==> config.mk <==
export PLATFORM = sky130hd
export DESIGN_NAME = inst_fetch_queue
export DESIGN_NICKNAME = d
export VERILOG_FILES = /design/src/rtl/inst_fetch_pkg.sv /design/src/rtl/inst_fetch_fifo.sv /design/src/rtl/inst_fetch_queue.sv
export SDC_FILE = /design/constraint.sdc
export NUM_CORES = 1
export LEC_CHECK = 0
export CORE_MARGIN = 2
export CORE_UTILIZATION = 57
export DETAILED_ROUTE_END_ITERATION = 8
export PLACE_DENSITY = 0.79
export SLEW_MARGIN = 10
export SYNTH_ARGS = -nofsm -noshare
export SYNTH_HDL_FRONTEND = slang
export SYNTH_SLANG_ARGS = --single-unit
==> constraint.sdc <==
create_clock -name clk -period 4.2 [get_ports clk]
set_input_delay 0.63 -clock clk [delete_from_list [all_inputs] [get_ports clk]]
set_output_delay 0.63 -clock clk [all_outputs]
set_load 0.03 [all_outputs]
==> src/rtl/inst_fetch_pkg.sv <==
// Shared types and sizing helpers for the instruction fetch queue.
package inst_fetch_pkg;

  localparam int FETCH_XLEN = 32;
  localparam int INST_BYTES = 4;

  typedef struct packed {
    logic [31:0]           inst;
    logic [FETCH_XLEN-1:0] pc;
  } fetch_entry_t;

  function automatic int ptr_w(input int depth);
    return (depth > 1) ? $clog2(depth) : 1;
  endfunction

  function automatic int cnt_w(input int depth);
    return $clog2(depth) + 1;
  endfunction

endpackage

==> src/rtl/inst_fetch_fifo.sv <==
// Generic DEPTH-entry synchronous FIFO with flush; o_rdata always shows the head entry.
module inst_fetch_fifo
  import inst_fetch_pkg::*;
#(
  parameter int DEPTH = 4,
  parameter int WIDTH = 32
) (
  input  logic                    clk,
  input  logic                    reset,
  input  logic                    i_push,
  input  logic                    i_pop,
  input  logic                    i_flush,
  input  logic [WIDTH-1:0]        i_wdata,
  output logic [WIDTH-1:0]        o_rdata,
  output logic [cnt_w(DEPTH)-1:0] o_count,
  output logic                    o_full,
  output logic                    o_empty
);

  localparam int PW = ptr_w(DEPTH);
  localparam int CW = cnt_w(DEPTH);

  logic [WIDTH-1:0] r_mem [DEPTH];
  logic [PW-1:0]    r_wptr;
  logic [PW-1:0]    r_rptr;
  logic [CW-1:0]    r_count;
  logic             w_do_push;
  logic             w_do_pop;

  assign o_empty   = (r_count == '0);
  assign o_full    = (r_count == CW'(DEPTH));
  assign o_count   = r_count;
  assign o_rdata   = r_mem[r_rptr];
  assign w_do_pop  = i_pop && !o_empty;
  // A full FIFO still takes a push when the head leaves in the same cycle.
  assign w_do_push = i_push && (!o_full || w_do_pop);

  // NOTE: state uses non-blocking assignments so every register samples pre-edge values.
  always_ff @(posedge clk) begin
    if (reset || i_flush) begin
      r_wptr  <= '0;
      r_rptr  <= '0;
      r_count <= '0;
    end else begin
      if (w_do_push) r_wptr <= r_wptr + PW'(1);
      if (w_do_pop)  r_rptr <= r_rptr + PW'(1);
      case ({w_do_push, w_do_pop})
        2'b10:   r_count <= r_count + CW'(1);
        2'b01:   r_count <= r_count - CW'(1);
        default: r_count <= r_count;
      endcase
    end
  end

  // NOTE: storage is not reset; entries are only ever read behind a valid count.
  always_ff @(posedge clk) begin
    if (w_do_push) r_mem[r_wptr] <= i_wdata;
  end

endmodule

==> src/rtl/inst_fetch_queue.sv <==
// Fetch stage: sequential PC generation, credit-limited imem requests, redirect squash.
// Optional macro FETCH_BYPASS_EN adds a 0-cycle imem->decode path when the queue is empty.
module inst_fetch_queue
  import inst_fetch_pkg::*;
#(
  parameter int              DEPTH    = 4,
  parameter int              XLEN     = FETCH_XLEN,
  parameter logic [XLEN-1:0] RESET_PC = '0
) (
  input  logic            clk,
  input  logic            reset,
  output logic            io_imem_req_valid,
  input  logic            io_imem_req_ready,
  output logic [XLEN-1:0] io_imem_req_addr,
  input  logic            io_imem_resp_valid,
  input  logic [31:0]     io_imem_resp_data,
  input  logic            io_redirect_valid,
  input  logic [XLEN-1:0] io_redirect_pc,
  output logic            io_valid,
  input  logic            io_ready,
  output logic [31:0]     io_inst,
  output logic [XLEN-1:0] io_pc,
  output logic            io_err
);

  localparam int CW = cnt_w(DEPTH);

  logic [XLEN-1:0] r_pc;
  logic [CW-1:0]   r_discard;
  logic            r_err;

  logic [CW-1:0]   w_outstanding;
  logic [CW-1:0]   w_q_count;
  logic [CW:0]     w_credit_sum;
  logic [XLEN-1:0] w_tag_pc;
  logic            w_tag_full, w_tag_empty, w_q_full, w_q_empty;
  logic            w_fire, w_resp_ok, w_keep, w_byp, w_push, w_pop;
  fetch_entry_t    w_push_entry, w_head;

  // Outstanding requests are exactly the entries held in the pc-tag FIFO.
  assign w_credit_sum      = {1'b0, w_q_count} + {1'b0, w_outstanding};
  assign io_imem_req_valid = !reset && !io_redirect_valid && !w_tag_full && !w_q_full &&
                             (w_credit_sum < (CW + 1)'(DEPTH));
  assign io_imem_req_addr  = r_pc;
  assign w_fire            = io_imem_req_valid && io_imem_req_ready;
  assign w_resp_ok         = io_imem_resp_valid && !w_tag_empty;
  assign w_keep            = w_resp_ok && (r_discard == '0) && !io_redirect_valid;

`ifdef FETCH_BYPASS_EN
  assign w_byp = w_keep && w_q_empty;
`else
  assign w_byp = 1'b0;
`endif

  assign w_push_entry = '{inst: io_imem_resp_data, pc: w_tag_pc};
  assign w_push       = w_keep && !(w_byp && io_ready);
  assign w_pop        = !w_q_empty && io_ready;
  assign io_valid     = !w_q_empty || w_byp;
  assign io_inst      = w_byp ? io_imem_resp_data : (w_q_empty ? '0 : w_head.inst);
  assign io_pc        = w_byp ? w_tag_pc : (w_q_empty ? '0 : w_head.pc);
  assign io_err       = r_err;

  inst_fetch_fifo #(.DEPTH(DEPTH), .WIDTH(XLEN)) u_tag_fifo (
    .clk     (clk),
    .reset   (reset),
    .i_push  (w_fire),
    .i_pop   (w_resp_ok),
    .i_flush (1'b0),
    .i_wdata (r_pc),
    .o_rdata (w_tag_pc),
    .o_count (w_outstanding),
    .o_full  (w_tag_full),
    .o_empty (w_tag_empty)
  );

  inst_fetch_fifo #(.DEPTH(DEPTH), .WIDTH($bits(fetch_entry_t))) u_inst_fifo (
    .clk     (clk),
    .reset   (reset),
    .i_push  (w_push),
    .i_pop   (w_pop),
    .i_flush (io_redirect_valid),
    .i_wdata (w_push_entry),
    .o_rdata (w_head),
    .o_count (w_q_count),
    .o_full  (w_q_full),
    .o_empty (w_q_empty)
  );

  always_ff @(posedge clk) begin
    if (reset) begin
      r_pc <= RESET_PC;
    end else if (io_redirect_valid) begin
      r_pc <= io_redirect_pc;
    end else if (w_fire) begin
      r_pc <= r_pc + XLEN'(INST_BYTES);
    end
  end

  // Every fetch still in flight after a redirect is stale, so discard tracks outstanding.
  always_ff @(posedge clk) begin
    if (reset) begin
      r_discard <= '0;
    end else if (io_redirect_valid) begin
      r_discard <= w_outstanding - CW'(w_resp_ok);
    end else if (w_resp_ok && (r_discard != '0)) begin
      r_discard <= r_discard - CW'(1);
    end
  end

  always_ff @(posedge clk) begin
    if (reset) begin
      r_err <= 1'b0;
    end else if (io_imem_resp_valid && w_tag_empty) begin
      r_err <= 1'b1;
    end
  end

endmodule

# Word-level counts from Yosys, hierarchy flattened
# Memory sizes are Yosys's and may differ from the RTL's. A register that Yosys moved wholly into a read port is not among the register bits.
# Index checks and enable logic that the tools add are counted.
# op_classes
add_sub_neg	12
magnitude_cmp	1
n_eq_ne	6
n_mux	16
n_reduce_logical	32
# ops
operator	n
$mux W32	4
$add A32 B3 Y32 const B	1
$logic_and A1 B1 Y1	15
$pmux W3 S2	2
$logic_not A3 Y1	3
$sub A3 B1 Y3 const B	3
$add A2 B1 Y2 const B	4
$mux W2	4
$reduce_bool A2 Y1	4
$add A3 B1 Y3 const B	2
$eq A3 B3 Y1 const B	2
$logic_not A1 Y1	6
$mux W3	2
$add A3 B3 Y4	1
$eq A2 B1 Y1 const B	2
$eq A2 B2 Y1 const B	2
$lt A4 B3 Y1 const B	1
$mux W1	4
$logic_or A1 B1 Y1	3
$reduce_bool A3 Y1	1
$sub A3 B1 Y3	1
# totals
regBits	50
mem_bits_rw	384
out_inout_bits	99
mem_count	2
# mem_list
name	words	width	rd	rd_clocked_by_memory_dff	wr	line	rtl
u_inst_fifo.r_mem	4	64	1	1	1	inst_fetch_fifo.sv:23	logic [WIDTH-1:0] r_mem [DEPTH];
u_tag_fifo.r_mem	4	32	1	1	1	inst_fetch_fifo.sv:23	

# Depth between registers and ports, before layout
# depth
word_depth	9
mapped_depth	12

# Modules after synthesis
# From an unflattened synthesis, not the netlist that was laid out.
# hier_totals
hier_cells	975
area_unflattened_um2	17545.6
# modules_own_cells
module	instances	cells_each	area_per_inst_um2	seq_area_each_um2
inst_fetch_fifo at u_inst_fifo	1	392	9776.9	7867.5
inst_fetch_fifo at u_tag_fifo	1	237	5190.0	4023.9
inst_fetch_queue	1	346	2578.7	720.7

# Worst setup path before layout
# OpenSTA, ideal clock, no wires.
# synth_timing
path_kind	input to register
startpoint	input port io_imem_resp_valid
endpoint	memory u_inst_fifo.r_mem[1][0] (netlist bit), enable pin
setup_time_ps	429
t_arrival_ps	2987
path_slack_ps	784
stages	4
n_path_buf	0
cell_sequence	o31a_1 -> o41ai_1 -> nor3_1 -> and2_1
# synth_via
elab_chain_len	6
# synth_rtl
item	line	rtl
start: declaration	inst_fetch_queue.sv:15	input logic io_imem_resp_valid,
$logic_and A1 B1 Y1	inst_fetch_queue.sv:46	assign w_resp_ok = io_imem_resp_valid && !w_tag_empty;
$logic_and A1 B1 Y1 (2 in series)	inst_fetch_queue.sv:47	assign w_keep = w_resp_ok && (r_discard == '0) && !io_redirect_valid;
$logic_and A1 B1 Y1	inst_fetch_fifo.sv:36	assign w_do_push = i_push && (!o_full || w_do_pop);
$mux W1	inst_fetch_fifo.sv:57	if (w_do_push) r_mem[r_wptr] <= i_wdata;
$mux W1 (not written as such)	inst_fetch_fifo.sv:57	
end: declaration	inst_fetch_fifo.sv:23	
# No other way between the ends.

==> summary by stage <==
Run status
The run finished with clean final reports.

Yosys
The post-synthesis share of cell area spent on xor and xnor gates is 1.263%. The library cell occupying the most area in the post-synthesis netlist is sky130_fd_sc_hd__edfxtp_1. The complex-gate fraction of the synthesized area is 2.720%.

The synthesized netlist cell count is 960. The number of enable-type register cells in the synthesized netlist is 384. Synthesis produced a netlist with a net count of 1,049. Among all cell types in the netlist, the one instantiated most often is sky130_fd_sc_hd__edfxtp_1. The most used flip-flop cell after synthesis is sky130_fd_sc_hd__edfxtp_1. The area fraction of the dominant cell type after synthesis is 66.49%.

After synthesis, the cell types taking the most area are sky130_fd_sc_hd__edfxtp_1 66%, sky130_fd_sc_hd__mux4_2 12%, sky130_fd_sc_hd__dfxtp_1 6.2%, sky130_fd_sc_hd__and2_1 2.5%, sky130_fd_sc_hd__ha_1 1.2%. After synthesis the netlist holds a flip-flop and latch count of 438. The synthesized netlist occupies a cell area of 17,340 sq um. Sequential elements use 72.72% of the synthesized area. The synthesized netlist contains 49 unique library cells. By area, the combinational part of the netlist is dominated by multiplexers.

The post-synthesis share of cell area spent on full adders, half adders and majority gates is 1.457%. The Yosys warning count is 0. After Yosys synthesis, and, or, nand and nor cells account for 7.481% of the synthesized area. Sorting the synthesized cells by how often they occur yields 384 x sky130_fd_sc_hd__edfxtp_1, 96 x sky130_fd_sc_hd__mux4_2, 70 x sky130_fd_sc_hd__and2_1.

The post-synthesis area per instance is 18.07 sq um. The multiplexer fraction of the synthesized cell area is 12.70%. The async set-reset flop share out of synthesis is 0%.

Die
The area of the core is 29,800 sq um. The floorplan has 63 rows. The die extent in y is 178.4 um. The die span in x is 178.4 um. The overall die area is 31,840 sq um. Once the floorplan was initialized, standard cells occupied 58.21% of the core. 169 I/O pins were placed.

Global routing
The first global-routing pass estimated 56,180 um of wire. The total overflow left after global routing is 0. The via count of the first global-routing pass is 9,795.

The largest net degree at the start of global routing is 65. Global routing used 23.68% of the available tracks across all layers. The initial antenna violation count is 0.

Critical path
At the worst endpoint, the required time is 3.57 ns. The largest driver fanout on the critical path is 16. The cell count of the worst reg-to-reg path is 5. STA classifies the critical path endpoint as a primary output. The critical path data arrival time is 2.80 ns. The critical path in this run is classified as reg -> out. The type of origin of the critical path is a flop.

Clock network
The number of setup buffers added after CTS is 0. Buffers inserted to repair hold after CTS numbered 0. The TritonCTS clock tree is built. The number of cells upsized or downsized after cts is 0.

The maximum level of the CTS H-tree is 2. The later-pin clock latency in the skew report is 0.53 ns. After clock tree synthesis, the clock-pin slew on the worst setup and hold paths is 0.06 ns. Clock tree synthesis selected as its root buffer the cell sky130_fd_sc_hd__clkbuf_16. The maximum buffer depth of the clock tree is 3.

The number of buffers created by CTS is 42. The clock sink total is 438.

Timing
The worst path meets setup with 0.7653 ns of slack. Across all hold checks on the routed design, the worst slack comes to 0.4881 ns. The hold violation count in the final report came to 0. The clock skew after layout is 0.01321 ns. The transition time at the pin with the least slew margin is 1.095 ns. The share of the cycle needed by the critical path after routing is 81.78%. The max-slew violation count was 0. The top achievable clock speed is 291.1 MHz. Setup repair after global routing left no endpoint under its margin. For the finished layout, the period the worst path requires is 3.435 ns. The number of failing setup endpoints in the final timing report is 0. After routing, the total negative slack on setup checks comes to 0 ns. The tightest slew margin relative to the limit is 26.91%.

Route
The post-route DRC violation count is 0. The violation count after the first detailed-route iteration is 854. The wire length reported by the detailed router is 36,450 um. The number of vias per cell after detailed routing is 6.006. The final antenna-violating net count is 0. The routed layout has 9,448 vias. The per-cell routed wire length is 23.17 um. The number of search-and-repair iterations in the first detailed-routing pass is 5.

Power and ir drop
The maximum vdd ir drop is 0.0003029 V. The power density relative to cell area is 475.0 nW/um^2. Summed over all cells, the static leakage comes to 0.006686 uW.

Placed design
The weighted congestion at the end of routability-driven global placement is 0.8943. OpenSTA, run right after detailed placement, puts the worst setup slack at 0.9182 ns. The total half-perimeter wirelength after legalization and detailed placement is 22,690 um. The number of buffers added on ports is 168.

Layout
The post-route netlist has 17.58% of its cells at a drive strength greater than 1. The net count of the finished layout is 1,242. Relative to the synthesized area, the layout overhead comes to 21.79%. The core utilization of the finished layout is 70.89%. The repair_antennas step left the layout with diodes totalling 0.

Min path
The worst hold path passes through 2 cells. The tightest min-delay check is of the reg -> reg type.

Job
Across the run, the number of max-cap violations was 0.
cell usage in the layout, fill, tap and decap left out, drive strengths merged, types with 12 or more instances in the layout:
cell type	Yosys	final
a211oi	14	14
a21oi	22	22
and2	70	70
buf	14	34
clkbuf	39	55
clkdlybuf4s50	0	168
clkinv	0	12
dfxtp	54	54
edfxtp	384	384
ha	17	17
inv	21	21
mux4	96	96
nand2	29	29
nand4	14	14
nor2	43	43
nor3	12	12
nor4	17	17
xnor2	18	18
critical path, cell delays in order, from the launching register on:
cell                              delay (ns)
sky130_fd_sc_hd__dfxtp_4                0.58
sky130_fd_sc_hd__buf_4                  0.33
sky130_fd_sc_hd__mux4_2                 0.53
sky130_fd_sc_hd__and2_1                 0.18
sky130_fd_sc_hd__clkdlybuf4s50_1        0.63
report_power, final:
group,switching (uW),internal (uW)
logic,567,531
registers,170,4990
clock network,1510,2260
total,2250,7780
final timing paths:
| path | start | to | slack (ns) |
|---|---|---|---|
| setup reg to reg | u_tag_fifo.o_count[2] | u_tag_fifo.r_mem[3][17] | 1.36 |
| setup / recovery | flop | io_pc[23] | 0.77 |
| hold / removal | io_err | io_err | 0.49 |
| hold reg to reg | io_err | io_err | 0.49 |
logic make-up (layout without fill, tap and decap cells):
kind of cell / after synthesis / after routing
compound gates: 70 / 70
xor+xnor: 25 / 25
fa+ha+maj: 19 / 19
buf+inv: 74 / 297
flops: 438 / 438
mux: 100 / 100
simple gates: 234 / 234
per-stage QoR:
stage | total power (uW) | cells | instance area (sq um)
5_1_grt | 10370 | 1573 | 21120
2_1_floorplan | 5909 | 960 | 17340
6_report | 10030 | 1573 | 21120
4_1_cts | 10120 | 1573 | 21120
3_5_place_dp | 6352 | 1499 | 19740
3_3_place_gp | 6315 | 1499 | 19740
final cells by class:
cell class	instances	area, sq um
tap	390	488.0
multi-input combinational	448	4451
clock buffer	55	1164
inverter	21	78.83
fill	1828	8675
timing repair buffer	202	2100
sequential	438	12620
clock inverter	19	222.7
layer usage:
metal / wire [um] / GRT usage, % / vias up
met3: 2409 / 3.751 / 58
met5: 0 / 0 / -
li1: - / - / 4204
met4: 865 / 6.809 / 0
met1: 14780 / 32.21 / 4819
met2: 18400 / 40.12 / 367
sequential cells by signal, summed over array words and instances, names as in the netlist, named ones only:
register             flops
u_inst_fifo.r_mem      256
u_tag_fifo.r_mem       128
io_imem_req_addr        32
r_discard                3
u_inst_fifo.o_count      3
u_tag_fifo.o_count       3
u_inst_fifo.r_rptr       2
u_inst_fifo.r_wptr       2
u_tag_fifo.r_rptr        2
u_tag_fifo.r_wptr        2
io_err                   1
Power figures use the tool's default switching activity.
